**src/rtl/lin_frame_reader.sv**
```systemverilog
// lin_frame_reader
//   Fetches a LIN response payload from the 32-bit word frame memory and
//   streams it out byte by byte to the LIN TX byte engine. Bytes are taken
//   little-endian from consecutive words starting at base_addr.
//
//   Optional feature macro: LIN_CHECKSUM_EN
//     defined   -> the classic checksum (inverted end-around-carry sum) is
//                  appended as byte n+1.
//     undefined -> exactly n payload bytes are sent.
//
// Ports
//   clk, reset      clock, asynchronous active-low reset
//   start           one-cycle frame request, only looked at while idle
//   base_addr, len  word address of byte 0 and payload length (clamped to MAX_LEN)
//   rd_addr         registered memory read address
//   rd_data         memory read data (one edge of latency after rd_addr is sampled)
//   tx_byte/tx_valid/tx_ready  byte stream toward the transmitter
//   busy            frame in progress
//   done            one-cycle pulse at frame completion
module lin_frame_reader #(
  parameter int ADDR_W  = 32,
  parameter int MAX_LEN = 8
) (
  input  logic              clk,
  input  logic              reset,
  input  logic              start,
  input  logic [ADDR_W-1:0] base_addr,
  input  logic [3:0]        len,
  output logic [ADDR_W-1:0] rd_addr,
  input  logic [31:0]       rd_data,
  output logic [7:0]        tx_byte,
  output logic              tx_valid,
  input  logic              tx_ready,
  output logic              busy,
  output logic              done
);

`ifdef LIN_CHECKSUM_EN
  typedef enum logic [2:0] {IDLE, FETCH, LOAD, SEND, CSUM, FIN} state_t;
`else
  typedef enum logic [2:0] {IDLE, FETCH, LOAD, SEND, FIN} state_t;
`endif

  // len is only 4 bits, so a MAX_LEN of 15 or more never clamps.
  localparam logic [3:0] MAX_N = (MAX_LEN > 15) ? 4'd15 : 4'(MAX_LEN);

  state_t            state_q, state_d;
  logic [ADDR_W-1:0] rd_addr_q, rd_addr_d;
  logic [7:0]        tx_byte_q, tx_byte_d;
  logic              tx_valid_q, tx_valid_d;
  logic              busy_q, busy_d;
  logic              done_q, done_d;
  logic [31:0]       word_q, word_d;
  logic [3:0]        n_q, n_d;      // effective payload length
  logic [3:0]        idx_q, idx_d;  // index of the byte currently on tx_byte
`ifdef LIN_CHECKSUM_EN
  logic [7:0]        acc_q, acc_d;
`endif

  logic [3:0] n_eff;
  logic       accept;
  logic       last;

  assign n_eff  = (len > MAX_N) ? MAX_N : len;
  assign accept = tx_valid_q & tx_ready;
  assign last   = (idx_q == n_q - 4'd1);

  function automatic logic [7:0] lane_sel(input logic [31:0] w, input logic [1:0] l);
    return w[{l, 3'b000} +: 8];
  endfunction

`ifdef LIN_CHECKSUM_EN
  // 8-bit add with the carry folded back in; the folded result cannot carry again.
  function automatic logic [7:0] csum_add(input logic [7:0] a, input logic [7:0] b);
    logic [8:0] s;
    s = {1'b0, a} + {1'b0, b};
    return s[7:0] + {7'b0, s[8]};
  endfunction
`endif

  always_comb begin
    state_d    = state_q;
    rd_addr_d  = rd_addr_q;
    tx_byte_d  = tx_byte_q;
    tx_valid_d = tx_valid_q;
    busy_d     = busy_q;
    done_d     = 1'b0;
    word_d     = word_q;
    n_d        = n_q;
    idx_d      = idx_q;
`ifdef LIN_CHECKSUM_EN
    acc_d      = acc_q;
`endif
    case (state_q)
      IDLE: begin
        if (start) begin
          if (n_eff != 4'd0) begin
            n_d       = n_eff;
            idx_d     = 4'd0;
            rd_addr_d = base_addr;
            busy_d    = 1'b1;
`ifdef LIN_CHECKSUM_EN
            acc_d     = 8'd0;
`endif
            state_d   = FETCH;
          end else begin
            // Empty frame: busy and done would overlap in the same single
            // cycle, and busy falls while done is high, so only done shows.
            done_d  = 1'b1;
            busy_d  = 1'b0;
            state_d = FIN;
          end
        end
      end
      FETCH: state_d = LOAD;  // memory samples rd_addr on this edge
      LOAD: begin
        word_d     = rd_data;
        tx_byte_d  = lane_sel(rd_data, idx_q[1:0]);
        tx_valid_d = 1'b1;
        state_d    = SEND;
      end
      SEND: begin
        if (accept) begin
`ifdef LIN_CHECKSUM_EN
          acc_d = csum_add(acc_q, tx_byte_q);
`endif
          if (last) begin
`ifdef LIN_CHECKSUM_EN
            // Checksum goes out in the very next cycle.
            tx_byte_d  = ~acc_d;
            tx_valid_d = 1'b1;
            state_d    = CSUM;
`else
            tx_valid_d = 1'b0;
            done_d     = 1'b1;
            busy_d     = 1'b0;
            state_d    = FIN;
`endif
          end else if (idx_q[1:0] == 2'd3) begin
            rd_addr_d  = rd_addr_q + 1'b1;
            idx_d      = idx_q + 4'd1;
            tx_valid_d = 1'b0;
            state_d    = FETCH;
          end else begin
            idx_d     = idx_q + 4'd1;
            tx_byte_d = lane_sel(word_q, idx_q[1:0] + 2'd1);
          end
        end
      end
`ifdef LIN_CHECKSUM_EN
      CSUM: begin
        if (accept) begin
          tx_valid_d = 1'b0;
          done_d     = 1'b1;
          busy_d     = 1'b0;
          state_d    = FIN;
        end
      end
`endif
      FIN:     state_d = IDLE;
      default: state_d = IDLE;
    endcase
  end

  always_ff @(posedge clk or negedge reset) begin
    if (!reset) begin
      state_q    <= IDLE;
      rd_addr_q  <= '0;
      tx_byte_q  <= 8'd0;
      tx_valid_q <= 1'b0;
      busy_q     <= 1'b0;
      done_q     <= 1'b0;
      word_q     <= 32'd0;
      n_q        <= 4'd0;
      idx_q      <= 4'd0;
`ifdef LIN_CHECKSUM_EN
      acc_q      <= 8'd0;
`endif
    end else begin
      state_q    <= state_d;
      rd_addr_q  <= rd_addr_d;
      tx_byte_q  <= tx_byte_d;
      tx_valid_q <= tx_valid_d;
      busy_q     <= busy_d;
      done_q     <= done_d;
      word_q     <= word_d;
      n_q        <= n_d;
      idx_q      <= idx_d;
`ifdef LIN_CHECKSUM_EN
      acc_q      <= acc_d;
`endif
    end
  end

  assign rd_addr  = rd_addr_q;
  assign tx_byte  = tx_byte_q;
  assign tx_valid = tx_valid_q;
  assign busy     = busy_q;
  assign done     = done_q;

endmodule

```
**config.mk**
```make
export PLATFORM = sky130hd
export DESIGN_NAME = lin_frame_reader
export DESIGN_NICKNAME = d
export VERILOG_FILES = /design/src/rtl/lin_frame_reader.sv
export SDC_FILE = /design/constraint.sdc
export NUM_CORES = 1
export LEC_CHECK = 0
export ABC_AREA = 1
export ABC_CLOCK_PERIOD_IN_PS = 2500
export CAP_MARGIN = 5
export CORE_AREA = 3 3 117 119
export DETAILED_ROUTE_END_ITERATION = 8
export DIE_AREA = 0 0 120 122
export PLACE_DENSITY_LB_ADDON = 0.05
export RECOVER_POWER = 50
export SLEW_MARGIN = 25
export SYNTH_ARGS = -nofsm -noshare
export SYNTH_HDL_FRONTEND = slang
export SYNTH_SLANG_ARGS = --single-unit
```
**constraint.sdc**
```tcl
create_clock -name clk -period 2.5 [get_ports clk]
set_clock_uncertainty 0.15 [all_clocks]
set_input_delay 0.75 -clock clk [delete_from_list [all_inputs] [get_ports clk]]
set_output_delay 0.75 -clock clk [all_outputs]
set_load 0.05 [all_outputs]
```
# ---- Yosys cells after proc, flatten, opt, wreduce, memory -nomap -nowiden
# Cells that the tools add are included.
dict set report word_totals {
  register_bits 86
  in_bits 72
  out_inout_bits 43
  word_cells 77
}
dict set report op_classes {
  addsub 4
  n_lt_le_gt_ge 1
  n_eq_ne 13
  shifts 2
  n_mux 36
  bitwise_logic 1
  reduce_logical 11
}
# op n
set ops {}
lappend ops {{32-bit 2-to-1 mux} 5}
lappend ops {{32-bit case mux with 2 select lines} 1}
lappend ops {{32-bit by 6-bit indexed part select with 8-bit output} 2}
lappend ops {{32-bit by 1-bit adder with 32-bit output, second input constant} 1}
lappend ops {{8-bit 2-to-1 mux} 3}
lappend ops {{4-bit 2-to-1 mux} 5}
lappend ops {{8-bit case mux with 2 select lines} 1}
lappend ops {{3-bit 2-to-1 mux} 5}
lappend ops {{2-bit inequality test, second input constant} 7}
lappend ops {{3-bit case mux with 4 select lines} 1}
lappend ops {{1-bit 2-to-1 mux} 11}
lappend ops {{3-bit AND reduction} 3}
lappend ops {{4-bit case mux with 2 select lines} 1}
lappend ops {{4-bit AND reduction} 2}
lappend ops {{3-bit by 2-bit == test with 1-bit output, second input constant} 2}
lappend ops {{1-bit case mux with 2 select lines} 3}
lappend ops {{6-bit AND reduction} 1}
lappend ops {{5-bit AND reduction} 1}
lappend ops {{4-bit by 1-bit adder with 4-bit output, second input constant} 1}
lappend ops {{4-bit == test} 1}
lappend ops {{4-bit > comparator, second input constant} 1}
lappend ops {{2-bit nonzero test} 2}
lappend ops {{4-bit nonzero test} 1}
lappend ops {{4-bit by 1-bit subtractor with 4-bit output, second input constant} 1}
lappend ops {{6 further kinds} 6}

# ---- Depth between registers and ports, before layout
dict set report depth {
  depth_word 6
  ltp_mapped 15
  depth_no_buf 15
}

# ---- Least setup slack after synthesis
# OpenSTA, ideal clock, no wires.
dict set report synth_path {
  path_type {reg2reg}
  start {register rd_addr_q[0] (netlist: rd_addr[0])}
  end {register rd_addr_q[30] (netlist: rd_addr[30])}
  setup_ns 0.118
  arrival_time_ns 1.823
  t_required_ns 2.232
  path_slack_ns 0.408
  stages_incl_launch_ff 11
  n_path_buf 0
  synth_period_minus_slack_ns 2.092
  cell_sequence {dfrtp_1 -> ha_1 -> nand2_1 -> nor2_2 -> inv_1 -> nor2_1 -> nand3_1 -> nand3_1 -> nand2_1 -> nand2_1 -> nand2_1}
}
dict set report synth_via {
  elab_chain_len 5
}
# element line_no
set synth_lines {}
lappend synth_lines {{from (decl)} 48} ;# logic [ADDR_W-1:0] rd_addr_q, rd_addr_d;
lappend synth_lines {{from (signal assigned)} 181} ;# rd_addr_q <= rd_addr_d;
lappend synth_lines {{32-bit by 1-bit adder with 32-bit output} 140} ;# rd_addr_d = rd_addr_q + 1'b1;
lappend synth_lines {{32-bit 2-to-1 mux} 139} ;# end else if (idx_q[1:0] == 2'd3) begin
lappend synth_lines {{32-bit 2-to-1 mux} 127} ;# if (last) begin
lappend synth_lines {{32-bit 2-to-1 mux} 123} ;# if (accept) begin
lappend synth_lines {{32-bit case mux with 2 select lines} 94} ;# case (state_q)
# No other way between the ends. The select of a mux whose other input is x is not followed.
# A chain may end at the register's enable or synchronous reset.

# ---- Final worst setup path
dict set report layout_path {
  start {register tx_byte_q[6] (netlist: tx_byte[6])}
  end {output tx_byte[6]}
}
# element line_no
set layout_rtl {}
lappend layout_rtl {{from (decl)} 49} ;# logic [7:0] tx_byte_q, tx_byte_d;
lappend layout_rtl {{from (signal assigned)} 182} ;# tx_byte_q <= tx_byte_d;
lappend layout_rtl {{to (decl)} 31} ;# output logic [7:0] tx_byte,
# No word-level cell between the ends.

==> results.py <==
metrics = {
    "finish": {
        "n_antenna_cell": 0,
        "nets": 962,
        "multi_input_area_um2": 2820,
        "drive_gt1_frac": 0.116,
        "final_cells": 1063,
        "fillCellCount": 1289,
        "fin_area_um2": 6890,
        "areaGrowthSynthToFinish_pct": 28.5,
        "seqCellArea_um2": 2150,
    },
    "worst_setup_path": {
        "slowest_stage": "clkdlybuf4s50_1",
        "crit_start": "tx_byte[6]$_DFFE_PN0P_",
        "timing.critical_path.buf_inv": 1,
        "path_delay_family": "buffers and inverters",
        "path_class": "reg -> out",
        "cp_cell_sequence": "clkdlybuf4s50_1",
        "endpoint_kind": "output port",
        "worstPathMaxFanout": 2,
        "crit_arrival_ns": 1.51,
        "reg2reg_setup_slack_ns": 0.30,
        "cp-start-kind": "flip-flop",
        "cp.required_ns": 1.60,
        "r2r-end": "rd_addr[11]$_DFFE_PN0P_",
        "slowest_delay_ns": 0.80,
        "crit_cells": 1,
        "crit_end": "tx_byte[6]",
        "r2r_start": "n_q[0]$_DFFE_PN0P_",
        "reg2regPathDepth": 13,
    },
    "placed_design": {
        "dp_hpwl_um": 11000,
        "placed_area_um2": 6620,
        "portBuffers": 114,
        "place_congestion": 0.962,
        "post-place-cells": 1048,
        "pre_cts_ws_ns": 0.107,
    },
    "grt": {
        "overflow": 0,
        "grt_max_degree": 48,
        "grt_pass1_wl_um": 24500,
        "grt_pass1_vias": 5135,
        "antenna_found_initial": 0,
        "track_usage": 0.209,
    },
    "die": {
        "die-area_um2": 14600,
        "io-pin-count": 115,
        "core_area_um2": 12700,
        "chipHeight_um": 122,
        "die_x_um": 120,
        "rows": 41,
        "initial_core_util": 0.423,
    },
    "timing": {
        "tightest_slew_ns": 0.907,
        "fmax_ghz": 0.415,
        "rsz0062_at_grt": "no",
        "whs_ns": 0.336,
        "min_period_ns": 2.41,
        "fin_crit_sh": 0.964,
        "finalSetupTns_ns": 0,
        "slew_viol_final": 0,
        "slew_headroom": 0.395,
        "hold_viol": 0,
        "finalSetupViolCount": 0,
        "setup_ws_ns": 0.0906,
    },
    "cts": {
        "htreeDepth": 3,
        "cts_buffers": 9,
        "clock_sinks": 86,
        "path_clk_slew_ns": 0.07,
        "cts_buffer_depth": 2,
        "tritoncts": "done",
        "clock_latency_ns": 0.35,
        "holdBufCountCts": 0,
        "cts_root_buf": "clkbuf_16",
    },
    "power": {
        "vdd_drop_max_mv": 0.704,
        "p_per_area_nw_per_um2": 1280,
        "p_leak_nw": 3.27,
    },
    "worst_hold_path": {
        "hold_path_class": "reg -> reg",
    },
    "logic_synthesis": {
        "synth-compound-area-share": 0.112,
        "synth-xor-area-share": 0.0131,
        "ys_ff_latch": 86,
        "synth_top_family_by_area": "simple AND/OR/NAND/NOR gates",
        "syn_area_um2": 5360,
        "ys.flop_type": "dfrtp_1",
        "synth_area_per_cell_um2": 6.88,
        "synthAdderAreaFrac": 0.00701,
        "synth_edf_count": 0,
        "synthSimpleGateAreaFrac": 0.362,
        "syn-num-nets": 854,
        "synth_warnings": 0,
        "yosysUniqueCellTypes": 33,
        "synthCells": 779,
        "synthMuxAreaShare": 0.0357,
        "synthArstFlopShare": 1.00,
        "yosysSeqAreaShare": 0.402,
    },
    "detailed_routing": {
        "route.detailed.drc": 0,
        "postRouteWirelength_um": 14900,
        "drt-vias-per-instance": 5.00,
        "drt_pass1_iterations": 5,
        "wire_per_inst_um": 14.0,
        "route.vias.total": 5318,
        "drtIter0Drc": 272,
        "antenna_left": 0,
    },
    "outcome": {
        "status": "complete, no violations",
    },
    "job": {
        "maxCapViolations": 0,
    },
}
state kept, by name, indices dropped and copies added, names as in the netlist:
register  count
idx_q         4
done          1
n_q           4
state_q       3
word_q       32
tx_byte       8
tx_valid      1
rd_addr      32
busy          1
power breakdown:
group | internal, mW | switching (mW) | total [mW]
Sequential | 2.01 | 0.549 | 2.56
Clock | 0.829 | 0.586 | 1.42
Combinational | 1.68 | 3.13 | 4.81
how the worst min path moves through the flow:
stage | startpoint | end | slack, ns | cells past startpoint
finish | word_q[15]$_DFFE_PN0P_ | word_q[15]$_DFFE_PN0P_ | 0.34 | 2
global route | word_q[28]$_DFFE_PN0P_ | word_q[28]$_DFFE_PN0P_ | 0.36 | 1
floorplan | reset | busy$_DFFE_PN0P_ | 0.30 | 0
CTS | reset | rd_addr[14]$_DFFE_PN0P_ | 0.22 | 1
global placement | word_q[8]$_DFFE_PN0P_ | word_q[8]$_DFFE_PN0P_ | 0.32 | 2
detailed placement | word_q[12]$_DFFE_PN0P_ | word_q[12]$_DFFE_PN0P_ | 0.32 | 2
kinds of logic (layout without fill, tap and decap cells):
logic type,after synthesis,in the layout
flops,86,86
mux,17,17
simple gates,465,465
xor+xnor,8,8
buf+inv,86,198
compound gates,114,114
fa+ha+maj,3,3
through the flow:
stage           util  total power [mW]
5_1_grt        0.543              9.49
3_3_place_gp   0.523              7.37
4_1_cts        0.547              8.90
6_report       0.543              8.78
2_1_floorplan      -              5.99
3_5_place_dp   0.523              7.47
Yosys cell counts (3+ instances only):
cell type	number	share of area
dfrtp_1	86	0.40
xor2_1	6	0.0098
buf_6	4	0.0084
clkbuf_1	14	0.0098
o22ai_1	13	0.015
inv_2	5	0.0035
nand3_1	32	0.030
nand2_1	323	0.23
nand3b_1	12	0.017
buf_1	4	0.0028
buf_2	8	0.0075
or2_2	4	0.0047
mux2_2	17	0.036
nor3_1	3	0.0028
o21ai_0	68	0.064
nor2_2	7	0.0082
o21bai_1	3	0.0042
o21ai_1	9	0.0084
ha_1	3	0.0070
inv_1	50	0.035
nor2_1	73	0.051
a21oi_1	18	0.017
layer usage:
metal | wire (um) | track usage | vias to the layer above
li1 | - | - | 2709
met1 | 6560 | 0.254 | 2442
met2 | 7250 | 0.364 | 139
met3 | 704 | 0.0334 | 28
met4 | 421 | 0.0966 | 0
met5 | 0 | 0 | -
placed cells by master (no fill, tap or decap), types with 2 or more instances in the layout:
cell type / synthesis / final
o21ai_1: 9 / 9
nor3_1: 3 / 3
inv_1: 50 / 50
clkbuf_1: 14 / 2
or2_2: 4 / 4
nor2_4: 2 / 2
a21oi_1: 18 / 18
inv_2: 5 / 5
o22ai_1: 13 / 13
nor2_2: 7 / 6
buf_4: 1 / 41
nand2_1: 323 / 323
xor2_1: 6 / 6
dfrtp_1: 86 / 86
dlygate4sd2_1: 0 / 2
clkdlybuf4s50_1: 0 / 76
ha_1: 3 / 3
nand2_2: 2 / 2
o211ai_1: 2 / 2
xnor2_1: 2 / 2
nand3b_1: 12 / 12
clkbuf_8: 0 / 2
mux2_2: 17 / 17
clkbuf_2: 0 / 3
o21ai_0: 68 / 68
clkbuf_16: 0 / 9
nor2_1: 73 / 74
o21bai_1: 3 / 3
buf_12: 0 / 3
nand3_2: 2 / 2
nand3_1: 32 / 33
repair_timing:
action,in CTS,in global routing
resized for setup,2,1
setup endpoints to repair,2,1
setup buffers,0,0
final cells by class:
cell class,count,share of cell area
inverter,55,0.0300
sequential,86,0.312
multi-input combinational,607,0.410
tap,172,0.0312
clock buffer,11,0.0367
clock inverter,4,0.00799
timing repair buffer,128,0.172
No activity file was read; power rests on OpenSTA's default activity.
